File: src/rtl/uart_tx_fifo.sv
// Buffered 8N1 UART transmitter: bytes queue in a small FIFO and are sent LSB first,
// with back-to-back frames leaving no idle gap between stop and start bits.
module uart_tx_fifo #(
  parameter int CLKS_PER_BIT = 104,
  parameter int FIFO_DEPTH   = 16
) (
  input  logic                            clk,
  input  logic                            reset,
  input  logic [7:0]                      in_data,
  input  logic                            in_valid,
  output logic                            in_ready,
  output logic                            uart_tx_pin,
  output logic                            busy,
  output logic [$clog2(FIFO_DEPTH+1)-1:0] fifo_count
);
  localparam int PTR_W = $clog2(FIFO_DEPTH);
  localparam int CNT_W = $clog2(FIFO_DEPTH + 1);
  localparam int BIT_W = (CLKS_PER_BIT > 1) ? $clog2(CLKS_PER_BIT) : 1;
  localparam logic [BIT_W-1:0] BIT_LAST   = BIT_W'(CLKS_PER_BIT - 1);
  localparam logic [CNT_W-1:0] COUNT_FULL = CNT_W'(FIFO_DEPTH);

  localparam logic [1:0] IDLE  = 2'd0;
  localparam logic [1:0] START = 2'd1;
  localparam logic [1:0] DATA  = 2'd2;
  localparam logic [1:0] STOP  = 2'd3;

  logic [7:0]       mem [FIFO_DEPTH];
  logic [PTR_W-1:0] wr_ptr_q, wr_ptr_d, rd_ptr_q, rd_ptr_d;
  logic [CNT_W-1:0] count_q, count_d;
  logic [1:0]       state_q, state_d;
  logic [BIT_W-1:0] bit_cnt_q, bit_cnt_d;
  logic [2:0]       bit_idx_q, bit_idx_d;
  logic [7:0]       shift_q, shift_d;
  logic             tx_q, tx_d;
  logic             push, pop, bit_last, fifo_empty;

  // Ready depends only on the current count, so a full FIFO refuses even when popping.
  assign in_ready    = (count_q != COUNT_FULL);
  assign push        = in_valid && in_ready;
  assign fifo_empty  = (count_q == '0);
  assign bit_last    = (bit_cnt_q == BIT_LAST);
  assign uart_tx_pin = tx_q;
  assign busy        = (state_q != IDLE) || !fifo_empty;
  assign fifo_count  = count_q;

  always_ff @(posedge clk) begin
    if (push) begin
      mem[wr_ptr_q] <= in_data;
    end
  end

  always_comb begin
    state_d   = state_q;
    bit_cnt_d = bit_cnt_q;
    bit_idx_d = bit_idx_q;
    shift_d   = shift_q;
    pop       = 1'b0;
    case (state_q)
      IDLE: begin
        if (!fifo_empty) begin
          pop       = 1'b1;
          shift_d   = mem[rd_ptr_q];
          bit_cnt_d = '0;
          state_d   = START;
        end
      end
      START: begin
        if (bit_last) begin
          bit_cnt_d = '0;
          bit_idx_d = '0;
          state_d   = DATA;
        end else begin
          bit_cnt_d = bit_cnt_q + BIT_W'(1);
        end
      end
      DATA: begin
        if (bit_last) begin
          bit_cnt_d = '0;
          shift_d   = {1'b0, shift_q[7:1]};
          if (bit_idx_q == 3'd7) begin
            state_d = STOP;
          end else begin
            bit_idx_d = bit_idx_q + 3'd1;
          end
        end else begin
          bit_cnt_d = bit_cnt_q + BIT_W'(1);
        end
      end
      STOP: begin
        if (bit_last) begin
          bit_cnt_d = '0;
          // The pop decision sees the pre-push count: a byte arriving now waits a cycle.
          if (!fifo_empty) begin
            pop     = 1'b1;
            shift_d = mem[rd_ptr_q];
            state_d = START;
          end else begin
            state_d = IDLE;
          end
        end else begin
          bit_cnt_d = bit_cnt_q + BIT_W'(1);
        end
      end
      default: state_d = IDLE;
    endcase
  end

  always_comb begin
    wr_ptr_d = push ? wr_ptr_q + PTR_W'(1) : wr_ptr_q;
    rd_ptr_d = pop  ? rd_ptr_q + PTR_W'(1) : rd_ptr_q;
    count_d  = count_q;
    if (push && !pop) begin
      count_d = count_q + CNT_W'(1);
    end else if (!push && pop) begin
      count_d = count_q - CNT_W'(1);
    end
    // Line level is derived from the next state so the pin itself is a clean flop.
    case (state_d)
      START:   tx_d = 1'b0;
      DATA:    tx_d = shift_d[0];
      default: tx_d = 1'b1;
    endcase
  end

  always_ff @(posedge clk) begin
    if (reset) begin
      wr_ptr_q  <= '0;
      rd_ptr_q  <= '0;
      count_q   <= '0;
      state_q   <= IDLE;
      bit_cnt_q <= '0;
      bit_idx_q <= '0;
      shift_q   <= '0;
      tx_q      <= 1'b1;
    end else begin
      wr_ptr_q  <= wr_ptr_d;
      rd_ptr_q  <= rd_ptr_d;
      count_q   <= count_d;
      state_q   <= state_d;
      bit_cnt_q <= bit_cnt_d;
      bit_idx_q <= bit_idx_d;
      shift_q   <= shift_d;
      tx_q      <= tx_d;
    end
  end
endmodule

File: config.mk
export PLATFORM = sky130hd
export DESIGN_NAME = uart_tx_fifo
export DESIGN_NICKNAME = d
export VERILOG_FILES = /design/src/rtl/uart_tx_fifo.sv
export SDC_FILE = /design/constraint.sdc
export NUM_CORES = 1
export LEC_CHECK = 0
export CAP_MARGIN = 40
export CORE_AREA = 2 2 168 129
export DETAILED_ROUTE_END_ITERATION = 8
export DIE_AREA = 0 0 170 131
export SYNTH_ARGS = -nofsm -noshare
export SYNTH_HDL_FRONTEND = slang
export SYNTH_SLANG_ARGS = --single-unit
export TNS_END_PERCENT = 20
File: constraint.sdc
create_clock -name clk -period 3.1 [get_ports clk]
set_clock_uncertainty 0.2 [all_clocks]
set_input_delay 0.62 -clock clk [delete_from_list [all_inputs] [get_ports clk]]
set_output_delay 0.62 -clock clk [all_outputs]
set_load 0.01 [all_outputs]
After elaboration in Yosys (flattened, before gate mapping)
Memories as Yosys holds them, arrays and structs flattened. A register that Yosys moved wholly into a read port is not among the register bits. Index checks and enable logic that the tools add are counted.

Register bits after elaboration: 34. Memory bits (writable): 128. Input port bits: 11. Output and inout port bits: 8. Word-level logic and storage cells: 73. Memories kept: 1.

Add/sub/neg operators: 6. Equality and inequality tests: 13. Muxes and demuxes: 28. Reductions and logical operators: 16.

Memories: mem (depth 16, width 8, rd ports 1, clocked after Yosys merged registers in 1, wr ports 1, RTL line 27) `logic [7:0] mem [FIFO_DEPTH];`.

Operator list (number): two-way mux 8 bit (3); one-hot mux 8 bit (3 select lines) (1); two-way mux 7 bit (2); one-hot mux 7 bit (2 select lines) (1); two-way mux 2 bit (5); two-way mux 5 bit (2); inequality test 2 bit (second input constant) (5); two-way mux 3 bit (3); adder 4 x 1 -> 4 bit (second input constant) (2); two-way mux 4 bit (2); one-hot mux 2 bit (4 select lines) (1); adder 7 x 1 -> 7 bit (second input constant) (1); == test 7 bit (second input constant) (1); == test 2 bit (second input constant) (3); one-hot mux 3 bit (2 select lines) (1); nonzero test 2 bit (3); adder 5 x 1 -> 5 bit (second input constant) (1); zero test 5 bit (1); two-way mux 1 bit (5); inequality test 5 bit (second input constant) (1); subtractor 5 x 1 -> 5 bit (second input constant) (1); == test 2 x 1 -> 1 bit (second input constant) (2); one-hot mux 1 bit (2 select lines) (2); AND reduction 4 bit (1); other kinds (9) (13).

Logic depth before layout (Yosys ltp)
Gate-level depths: netlist of run 1.

Depth in word-level cells: 7. Mapped depth: 14. Gate-level depth less buffers: 13.

Least setup slack after synthesis of run 1
No wires, ideal clock.

Kind: register to register. From: reg count_q[0] (netlist: fifo_count[0]). To: reg count_q[4] (netlist: fifo_count[4]). Library setup time: 0.071 ns. Arrival time: 2.998 ns. Required time: 2.829 ns. Path slack: -0.168 ns. Cell stages (with the launch flop): 15. Buffers on the path: 2. Cell sequence: dfxtp_1 -> or4_1 -> buf_6 -> nor2_8 -> buf_4 -> nor3_1 -> inv_1 -> ha_1 -> inv_1 -> fa_1 -> a21o_1 -> a21oi_1 -> xnor2_1 -> or3_1 -> a21oi_1.

Longest elaborated chain between the ends: 7. Elaborated cells between the ends (all ways): 15. Classes of those cells: 2 x add/sub; 1 x eq/ne; 5 x mux; 7 x reduce/logical.

Ends and longest elaborated chain: from (decl) (RTL line 29) `logic [CNT_W-1:0] count_q, count_d;`; from (signal assigned) (RTL line 138) `count_q <= count_d;`; zero test 5 bit (RTL line 40) `assign fifo_empty = (count_q == '0);`; two-way mux 1 bit (RTL line 60, 93); two-way mux 1 bit (RTL line 90) `if (bit_last) begin`; one-hot mux 1 bit (2 select lines) (RTL line 58) `case (state_q)`; zero test 1 bit (RTL line 112) `if (push && !pop) begin`; logical AND 1 bit (RTL line 112); two-way mux 5 bit / nonzero test 2 bit (equally long branches).

Several ways; a longest one is shown, not always the timed one. The select of a mux whose other input is x is not followed. A chain may end at the register's enable or synchronous reset.

Worst setup path after layout of run 1
From: reg count_q[1] (netlist: fifo_count[1]). To: out busy.

Longest elaborated chain between the ends: 3.

Ends and longest elaborated chain: zero test 5 bit (RTL line 40); zero test 1 bit; logical OR 1 bit (RTL line 43) `assign busy = (state_q != IDLE) || !fifo_empty;`; to (decl) (RTL line 13) `output logic busy,`.

No other way between the ends.

==> results of run 1 <==
[final cells by class]
| cell class | instances | area (um^2) |
|---|---|---|
| inverter | 10 | 37.54 |
| clock buffer | 17 | 425.4 |
| multi-input combinational | 267 | 2370 |
| tap | 264 | 330.3 |
| sequential | 166 | 4612 |
| timing repair buffer | 58 | 479.2 |
| fill | 1891 | 12290 |
| clock inverter | 15 | 177.7 |
[synthesized netlist by cell type, types with 2 or more instances]
| master | count | area [um^2] |
|---|---|---|
| nand2b_1 | 5 | 31.28 |
| nor2_1 | 56 | 210.2 |
| nand3_1 | 4 | 20.02 |
| nor3_1 | 14 | 70.07 |
| clkbuf_1 | 7 | 26.28 |
| nor4_1 | 2 | 12.51 |
| or3_1 | 2 | 12.51 |
| a31oi_1 | 4 | 25.02 |
| buf_4 | 5 | 37.54 |
| buf_2 | 8 | 40.04 |
| a21oi_1 | 14 | 70.07 |
| mux4_2 | 32 | 720.7 |
| mux2i_1 | 17 | 170.2 |
| dfxtp_1 | 38 | 760.7 |
| o211ai_1 | 3 | 22.52 |
| nand2_1 | 22 | 82.58 |
| nor2b_1 | 2 | 12.51 |
| a2111oi_2 | 6 | 90.09 |
| nand4_1 | 5 | 31.28 |
| a211oi_1 | 2 | 15.01 |
| o41ai_1 | 2 | 17.52 |
| a21o_1 | 4 | 30.03 |
| xor2_1 | 5 | 43.79 |
| ha_1 | 17 | 212.7 |
| xnor2_1 | 10 | 87.58 |
| o21ai_0 | 7 | 35.03 |
| edfxtp_1 | 128 | 3844 |
| and2_1 | 2 | 12.51 |
| inv_1 | 9 | 33.78 |
| a221o_2 | 6 | 67.56 |
| nor3_2 | 6 | 60.06 |
[cell usage in the layout, fill, tap and decap left out, types with 2 or more instances in the layout]
cell	count
edfxtp_1	128
nor2_1	55
buf_4	40
dfxtp_1	34
mux4_2	32
nand2_1	22
mux2i_1	17
clkbuf_16	17
clkdlybuf4s50_1	17
ha_1	16
nor3_1	13
a21oi_1	13
xnor2_1	10
inv_1	8
nor3_2	7
o21ai_0	7
a221o_2	6
a2111oi_2	6
nand2b_1	5
xor2_1	5
nand4_1	5
a31oi_1	4
a21o_1	4
nand3_1	4
clkinv_4	4
o211ai_1	3
dfxtp_2	3
clkinv_2	3
inv_6	3
bufinv_16	3
inv_2	2
nor4_1	2
and2_1	2
o41ai_1	2
or3_1	2
nor2b_1	2
a211oi_1	2
[final timing paths]
check                           cells after the start                    endpoint                        from
worst max-delay path                                5                        busy  fifo_count[1]$_SDFFE_PP0P_
worst min-delay path                                2   bit_idx_q[1]$_SDFFE_PP0P_   bit_idx_q[1]$_SDFFE_PP0P_
worst max register to register                     13  fifo_count[4]$_SDFFE_PP0P_   bit_cnt_q[0]$_SDFFE_PP0P_
worst min register to register                      2   bit_idx_q[1]$_SDFFE_PP0P_   bit_idx_q[1]$_SDFFE_PP0P_
[critical path: stages (launching register included)]
cell and delay (ns):
dfxtp_4 0.37, or4_4 0.58, buf_4 0.19, nor2_2 0.16, inv_2 0.09, dlygate4sd2_1 0.29
[state kept, by name (all words and copies together) (netlist names), named ones only]
name	cells
mem	128
shift_q	8
bit_cnt_q	7
fifo_count	5
rd_ptr_q	4
wr_ptr_q	4
bit_idx_q	3
state_q	2
uart_tx_pin	1
[routing by layer]
metal | up-vias | GRT usage
met5 | - | 0
li1 | 1916 | -
met1 | 2089 | 0.1956
met2 | 122 | 0.2158
met3 | 11 | 0.04277
met4 | 0 | 0.03067
[power by group]
part	switching [mW]	total [mW]	internal, mW
Combinational	0.931	1.78	0.848
Sequential	0.147	2.70	2.55
Clock	0.873	2.14	1.27
[cell families after synthesis]
kind of cell,after synthesis,synth area share
DFF,166,0.6475
and+or+nand+nor,128,0.08974
muxes,50,0.1269
adders and majority gates,18,0.03273
buffers and inverters,32,0.02200
xor gates and xnor gates,15,0.01848
AOI/OAI and AO/OA,56,0.06264
[stage by stage]
step                setup WS, ns  cells  hold slack [ns]
finish                    0.1806    797           0.2641
global route             0.03124    797           0.2857
CTS                       0.1558    797           0.2657
detailed placement       0.04424    765           0.2567
global placement         0.06139    765           0.2418
floorplan                0.01413    465           0.2356
==> results.py, run 1 <==
metrics = {
    "layout": {
        "nets": 549,
        "layout-drive-gt1-share": 0.2570,
        "design_area_um2": 8432,
        "diodes": 0,
        "syn_to_final_growth_pct": 18.58,
        "utilization": 0.4069,
    },
    "cts": {
        "max-clock-path-buffers": 2,
        "cts_max_level": 4,
        "cts_resized": 2,
        "cts_hold_buf": 0,
        "clockRootBuffer": "clkbuf_16",
        "clock-sinks": 166,
        "path_clk_slew_ns": 0.06,
        "cts_buffers": 17,
        "tritoncts": "built",
        "insertion_delay_ns": 0.42,
        "postCtsSetupRepairBufs": 0,
    },
    "floorplanning": {
        "die_h_um": 131,
        "rows": 46,
        "design.core.area_um2": 20720,
        "ios": 19,
        "dieArea_um2": 22270,
        "fp.dieW_um": 170,
        "start_util": 0.3432,
    },
    "global_routing": {
        "grt_max_degree": 21,
        "grt_usage": 0.1396,
        "antenna_found_initial": 0,
        "grt_pass1_vias": 4075,
        "grt_overflow": 0,
        "grt_pass1_wl_mm": 23.14,
    },
    "flow_run": {
        "cap_violations": 0,
    },
    "critical_path": {
        "required_ns": 2.28,
        "critical_path_class": "reg -> out",
        "startpoint_type": "flip-flop",
        "cp.arrival_ns": 2.10,
        "cp-end-kind": "primary output",
        "regToRegSetupSlack_ns": 0.18,
        "critical_path.max_fanout": 7,
    },
    "sta": {
        "worstMarginPinSlew_ns": 0.7070,
        "min_period_ns": 2.919,
        "max_slew_margin": 0.5265,
        "hold_viol": 0,
        "setup_viol": 0,
        "setup_tns_ns": 0,
        "drv_slew": 0,
        "fmax_mhz": 342.5,
        "min_period_over_period": 0.9417,
        "rsz0062_at_grt": "false",
    },
    "synth": {
        "yosysSeqAreaShare": 0.6475,
        "synth_flop_cell": "edfxtp_1",
        "synth_cell_types": 52,
        "syn_nets": 494,
        "syn_area_per_cell_um2": 15.29,
        "ys_ff_latch": 166,
        "synth_edf_count": 128,
        "synth_area_um2": 7111,
        "yosysWarnings": 0,
        "postSynthCellCount": 465,
        "async_flop_share": 0,
    },
    "routing": {
        "first_pass_iters": 7,
        "viasPerCell": 5.192,
        "vias": 4138,
        "met1_length_mm": 6.853,
        "wl_met3_um": 874,
        "routedWlPerCell_um": 18.25,
        "drt_wl_total_mm": 14.55,
        "remaining_drc_errors": 0,
        "top_layer": "met4",
        "route.met2.wl_mm": 6.715,
        "ant_nets": 0,
        "drt_iter0_drc": 359,
    },
    "place": {
        "place_area_um2": 7826,
        "routabilityCongestion": 0.8184,
        "io_buffer_count": 18,
        "post-dp-hpwl_mm": 9.933,
    },
    "pwr": {
        "powerDensity_nw_per_um2": 785.1,
        "p_leak_nw": 2.772,
        "finalPower_mw": 6.620,
        "irDropWorstVdd_mv": 0.5003,
    },
    "status": {
        "status": "finished, final reports clean",
    },
    "worst_hold_path": {
        "hp-class": "reg -> reg",
    },
}
Power figures use the tool's default switching activity.
==> run 2: changes to the inputs <==
--- a/config.mk
+++ b/config.mk
@@ -6,9 +6,10 @@
 export NUM_CORES = 1
 export LEC_CHECK = 0
 export CAP_MARGIN = 40
-export CORE_AREA = 2 2 168 129
+export CORE_AREA = 2 2 135 104
 export DETAILED_ROUTE_END_ITERATION = 8
-export DIE_AREA = 0 0 170 131
+export DIE_AREA = 0 0 137 106
+export PLACE_DENSITY = 0.74
 export SYNTH_ARGS = -nofsm -noshare
 export SYNTH_HDL_FRONTEND = slang
 export SYNTH_SLANG_ARGS = --single-unit
==> run 2 against run 1 <==
Final cell count shrank 12%. Sequential share of layout area grew 0.98 points. Cell area is 1.8% lower. Worst setup slack got worse by 0.018 ns. Sequential power is 1% higher. Critical endpoint is now fifo_count[4]$_SDFFE_PP0P_. Largest cell class unchanged. Highest routed layer unchanged.
==> results.py, run 2 (synthesis results as in run 1) <==
metrics = {
    "routing": {
        "first_pass_iters": 5,
        "routedWlPerCell_um": 19.99,
        "remaining_drc_errors": 0,
        "drt_iter0_drc": 329,
        "drt_wl_total_mm": 14.06,
        "ant_nets": 0,
        "viasPerCell": 5.929,
        "vias": 4168,
    },
    "critical_path": {
        "cp-end-kind": "flip-flop",
        "critical_path_class": "reg -> reg",
        "cp.arrival_ns": 3.09,
        "startpoint_type": "flip-flop",
        "critical_path.max_fanout": 4,
        "critPathTopFamily": "adder cells",
        "crit_slowest_cell": "dfxtp_1",
        "required_ns": 3.25,
        "cp_num_buf_inv": 2,
        "path_cells": "ha_1 > and2_1 > a31oi_2 > nor3_2 > inv_1 > ha_2 > inv_2 > fa_2 > a21o_1 > a21oi_2 > xnor2_1 > or3_1 > a21oi_1",
        "critPathMaxStageDelay_ns": 0.35,
    },
    "pwr": {
        "irDropWorstVdd_mv": 0.4584,
        "powerDensity_nw_per_um2": 784.6,
        "p_leak_nw": 2.731,
    },
    "global_routing": {
        "grt_pass1_wl_mm": 22.12,
        "grt_usage": 0.2101,
        "antenna_found_initial": 0,
        "grt_pass1_vias": 4163,
        "grt_overflow": 0,
        "grt_max_degree": 18,
    },
    "layout": {
        "largest_register_ffs": 128,
        "layout_commonest_cell": "edfxtp_1",
        "diodes": 0,
        "nets": 544,
        "utilization": 0.6212,
        "most-common-layout-cells": "edfxtp_1 (128), nor2_1 (55), dfxtp_1 (34)",
        "layout-drive-gt1-share": 0.2519,
        "top_regs": "mem: 128 flops, shift_q: 8 flops, bit_cnt_q: 7 flops",
        "syn_to_final_growth_pct": 16.49,
        "top_register": "mem",
        "fillers": 955,
    },
    "sta": {
        "worstMarginPinSlew_ns": 0.7705,
        "fmax_mhz": 340.4,
        "min_period_ns": 2.937,
        "hold_viol": 0,
        "drv_slew": 0,
        "min_period_over_period": 0.9476,
        "fin_ws_ns": 0.1625,
        "setup_viol": 0,
        "max_slew_margin": 0.4856,
    },
    "place": {
        "dpl_worst_slack_ns": 0.005284,
        "io_buffer_count": 18,
        "post-dp-hpwl_mm": 9.455,
        "routabilityCongestion": 0.8559,
    },
    "floorplanning": {
        "start_util": 0.5333,
        "design.core.area_um2": 13330,
        "ios": 19,
        "fp.dieW_um": 137,
        "dieArea_um2": 14520,
        "rows": 37,
        "die_h_um": 106,
    },
    "cts": {
        "cts_buffers": 17,
        "tritoncts": "built",
        "cts_max_level": 4,
        "max-clock-path-buffers": 2,
        "path_clk_slew_ns": 0.07,
        "clockRootBuffer": "clkbuf_16",
        "insertion_delay_ns": 0.42,
        "clock-sinks": 166,
    },
    "flow_run": {
        "cap_violations": 0,
    },
    "worst_hold_path": {
        "hp-class": "reg -> reg",
    },
    "status": {
        "status": "finished, final reports clean",
    },
}
==> run 2: cell types whose count changed in the layout (fill, tap and decap cells not counted) <==
cell	previous run	this run
a31oi_1	4	3
a31oi_2	0	1
buf_12	0	2
buf_4	40	33
bufinv_16	3	1
clkinv_2	3	1
clkinv_4	4	6
clkinvlp_4	1	2
inv_6	3	2
inv_8	0	2
==> run 2: final cells by class <==
type	count	area, um^2	area share
clock inverter	15	146.4	0.01767
timing repair buffer	53	466.7	0.05634
sequential	166	4612	0.5568
clock buffer	17	425.4	0.05136
multi-input combinational	267	2376	0.2869
inverter	10	37.54	0.004532
tap	175	219.0	0.02644
==> run 2: through the flow <==
step           std cells   TNS, ns  cell area [um^2]  power [mW]  hold slack, ns
2_1_floorplan        465         0              7137       4.034          0.2356
6_report             703         0              8283       6.498          0.2579
3_5_place_dp         671         0              7702       4.538          0.2518
4_1_cts              703         0              8275       6.525          0.2614
5_1_grt              703  -0.01401              8283       6.814          0.2941
3_3_place_gp         671         0              7702       4.488          0.2430
==> run 2: final timing paths <==
| kind | start | cells after the start | endpoint | slack (ns) |
|---|---|---|---|---|
| worst max-delay path | bit_cnt_q[0]$_SDFFE_PP0P_ | 13 | fifo_count[4]$_SDFFE_PP0P_ | 0.16 |
| worst min-delay path | bit_idx_q[1]$_SDFFE_PP0P_ | 2 | bit_idx_q[1]$_SDFFE_PP0P_ | 0.26 |
| worst max register to register | bit_cnt_q[0]$_SDFFE_PP0P_ | 13 | fifo_count[4]$_SDFFE_PP0P_ | 0.16 |
| worst min register to register | bit_idx_q[1]$_SDFFE_PP0P_ | 2 | bit_idx_q[1]$_SDFFE_PP0P_ | 0.26 |
==> run 2: where the power goes <==
part	total, mW	internal, mW	switching (mW)
sequential	2.74	2.55	0.186
clock	1.99	1.12	0.872
combinational	1.77	0.873	0.896
==> run 2: repair_timing <==
item | CTS | global route
hold buffers | 0 | 0
buffers inserted | 0 | 0
setup endpoints to repair | 1 | 1
gates cloned | 0 | 0
gates resized for setup | 2 | 2
pin swaps | 0 | 0
==> run 2: layer usage <==
layer / GRT usage / vias up / part of all wire
met2: 0.3241 / 149 / 0.48
met3: 0.05722 / 16 / 0.075
li1: - / 1899 / -
met4: 0.06038 / 0 / 0.011
met1: 0.2954 / 2104 / 0.44
met5: 0 / - / 0
==> run 2: worst register-to-register path, cell delays in order, from the launching register on <==
cell	delay [ns]
dfxtp_1	0.35
ha_1	0.22
and2_1	0.22
a31oi_2	0.28
nor3_2	0.07
inv_1	0.06
ha_2	0.19
inv_2	0.07
fa_2	0.35
a21o_1	0.18
a21oi_2	0.15
xnor2_1	0.08
or3_1	0.30
a21oi_1	0.14
==> run 3: changes to the inputs <==
--- a/config.mk
+++ b/config.mk
@@ -10,6 +10,7 @@
 export DETAILED_ROUTE_END_ITERATION = 8
 export DIE_AREA = 0 0 137 106
 export PLACE_DENSITY = 0.74
+export SKIP_CTS_REPAIR_TIMING = 1
 export SYNTH_ARGS = -nofsm -noshare
 export SYNTH_HDL_FRONTEND = slang
 export SYNTH_SLANG_ARGS = --single-unit
==> run 3 against run 2 <==
Worst setup slack about the same. Sequential power about the same. Cell area increased by 0.11%. Highest routed layer unchanged. Critical path depth unchanged. Clock power about the same. Largest power group unchanged. Combinational power about the same. Register-to-register slack about the same. Global-route usage about the same. Via count decreased by 0.53%. Core utilization increased by 0.066 points. Critical path type unchanged. Hold slack improved by 0.0012 ns. Non-clock buffer count unchanged.
==> results.py, run 3 (synthesis results as in run 1) <==
metrics = {
    "layout": {
        "diodes": 0,
        "most-common-layout-cells": "edfxtp_1 (128), nor2_1 (55), dfxtp_1 (34)",
        "layout-drive-gt1-share": 0.2519,
        "nets": 544,
        "largest_register_ffs": 128,
        "layout_commonest_cell": "edfxtp_1",
        "top_register": "mem",
        "syn_to_final_growth_pct": 16.61,
        "top_regs": "mem: 128 flops, shift_q: 8 flops, bit_cnt_q: 7 flops",
        "design_area_um2": 8292,
        "stdcell_count": 703,
    },
    "pwr": {
        "irDropWorstVdd_mv": 0.4610,
        "finalPower_mw": 6.513,
        "p_leak_nw": 2.737,
        "powerDensity_nw_per_um2": 785.5,
    },
    "global_routing": {
        "grt_max_degree": 18,
        "grt_pass1_vias": 4169,
        "grt_usage": 0.2102,
        "antenna_found_initial": 0,
        "grt_pass1_wl_mm": 22.13,
        "grt_overflow": 0,
    },
    "critical_path": {
        "cp-startpoint": "bit_cnt_q[0]$_SDFFE_PP0P_",
        "cp-end-kind": "flip-flop",
        "r2r_start": "bit_cnt_q[0]$_SDFFE_PP0P_",
        "reg2regPathDepth": 13,
        "startpoint_type": "flip-flop",
        "critical_path_class": "reg -> reg",
        "cp.arrival_ns": 3.09,
        "critPathCapture": "fifo_count[4]$_SDFFE_PP0P_",
        "required_ns": 3.26,
        "critical_path.max_fanout": 4,
        "regToRegSetupSlack_ns": 0.16,
        "r2r_end": "fifo_count[4]$_SDFFE_PP0P_",
    },
    "floorplanning": {
        "ios": 19,
        "fp.dieW_um": 137,
        "dieArea_um2": 14520,
        "die_h_um": 106,
        "start_util": 0.5333,
        "design.core.area_um2": 13330,
        "rows": 37,
    },
    "cts": {
        "path_clk_slew_ns": 0.07,
        "cts_buffers": 17,
        "clock-sinks": 166,
        "insertion_delay_ns": 0.43,
        "tritoncts": "built",
        "max-clock-path-buffers": 2,
        "clockRootBuffer": "clkbuf_16",
        "cts_max_level": 4,
    },
    "status": {
        "status": "finished, final reports clean",
    },
    "routing": {
        "routedWlPerCell_um": 19.95,
        "ant_nets": 0,
        "viasPerCell": 5.898,
        "drt_wl_total_mm": 14.03,
        "vias": 4146,
        "drt_iter0_drc": 373,
        "first_pass_iters": 5,
        "remaining_drc_errors": 0,
    },
    "place": {
        "dpl.cell_count": 671,
        "io_buffer_count": 18,
        "routabilityCongestion": 0.8559,
        "place_area_um2": 7702,
        "post-dp-hpwl_mm": 9.455,
    },
    "sta": {
        "drv_slew": 0,
        "min_period_ns": 2.938,
        "fmax_mhz": 340.4,
        "min_period_over_period": 0.9476,
        "setup_viol": 0,
        "finalHoldWorstSlack_ns": 0.2591,
        "worstMarginPinSlew_ns": 0.7909,
        "max_slew_margin": 0.4720,
        "hold_viol": 0,
    },
    "worst_hold_path": {
        "hp-class": "reg -> reg",
    },
    "flow_run": {
        "cap_violations": 0,
    },
}
run 3: cell type report:
type	instances	area (um^2)
Fill cell	951	5041
Sequential cell	166	4612
Multi-Input combinational cell	267	2381
Timing Repair Buffer	53	470.5
Clock buffer	17	425.4
Tap cell	175	219.0
Clock inverter	15	146.4
Inverter	10	37.54
run 3: how the worst min path moves through the flow:
stage / from / to / depth (start not counted)
2_1_floorplan: bit_idx_q[1]$_SDFFE_PP0P_ / bit_idx_q[1]$_SDFFE_PP0P_ / 2
3_3_place_gp: bit_idx_q[1]$_SDFFE_PP0P_ / bit_idx_q[1]$_SDFFE_PP0P_ / 2
3_5_place_dp: bit_idx_q[1]$_SDFFE_PP0P_ / bit_idx_q[1]$_SDFFE_PP0P_ / 2
4_1_cts: bit_idx_q[1]$_SDFFE_PP0P_ / bit_idx_q[1]$_SDFFE_PP0P_ / 2
5_1_grt: bit_idx_q[2]$_SDFFE_PP0P_ / bit_idx_q[2]$_SDFFE_PP0P_ / 2
6_report: bit_idx_q[1]$_SDFFE_PP0P_ / bit_idx_q[1]$_SDFFE_PP0P_ / 2
run 3: power breakdown:
group,switching [mW],internal [mW],leakage (nW)
clock,0.874,1.12,0.275
combinational,0.901,0.880,0.994
sequential,0.187,2.55,1.47
total,1.96,4.55,2.74
run 3: per-layer routing:
metal  vias to the layer above  track usage  part of all wire  wire length (um)
met5                         -            0                 0                 0
met4                         0      0.06038             0.013               187
met3                        22      0.05722             0.074              1041
met2                       134       0.3244              0.48              6732
met1                      2086       0.2954              0.43              6064
li1                       1904            -                 -                 -
run 3: critical path: stages, from the launching register on:
cell and delay, ns:
dfxtp_1 0.35, ha_1 0.22, and2_1 0.22, a31oi_2 0.28, nor3_2 0.07, inv_1 0.06
ha_2 0.19, inv_2 0.07, fa_2 0.35, a21o_1 0.18, a21oi_2 0.15, xnor2_1 0.08
or3_1 0.30, a21oi_1 0.14
run 3: per-stage QoR:
| step | setup TNS, ns | setup slack [ns] | utilization |
|---|---|---|---|
| finish | 0 | 0.1623 | 0.6219 |
| CTS | -0.1064 | -0.1064 | 0.6206 |
| floorplan | 0 | 0.01413 | - |
| global placement | 0 | 0.07770 | 0.5777 |
| detailed placement | 0 | 0.005284 | 0.5777 |
| global route | -0.01401 | -0.01401 | 0.6219 |
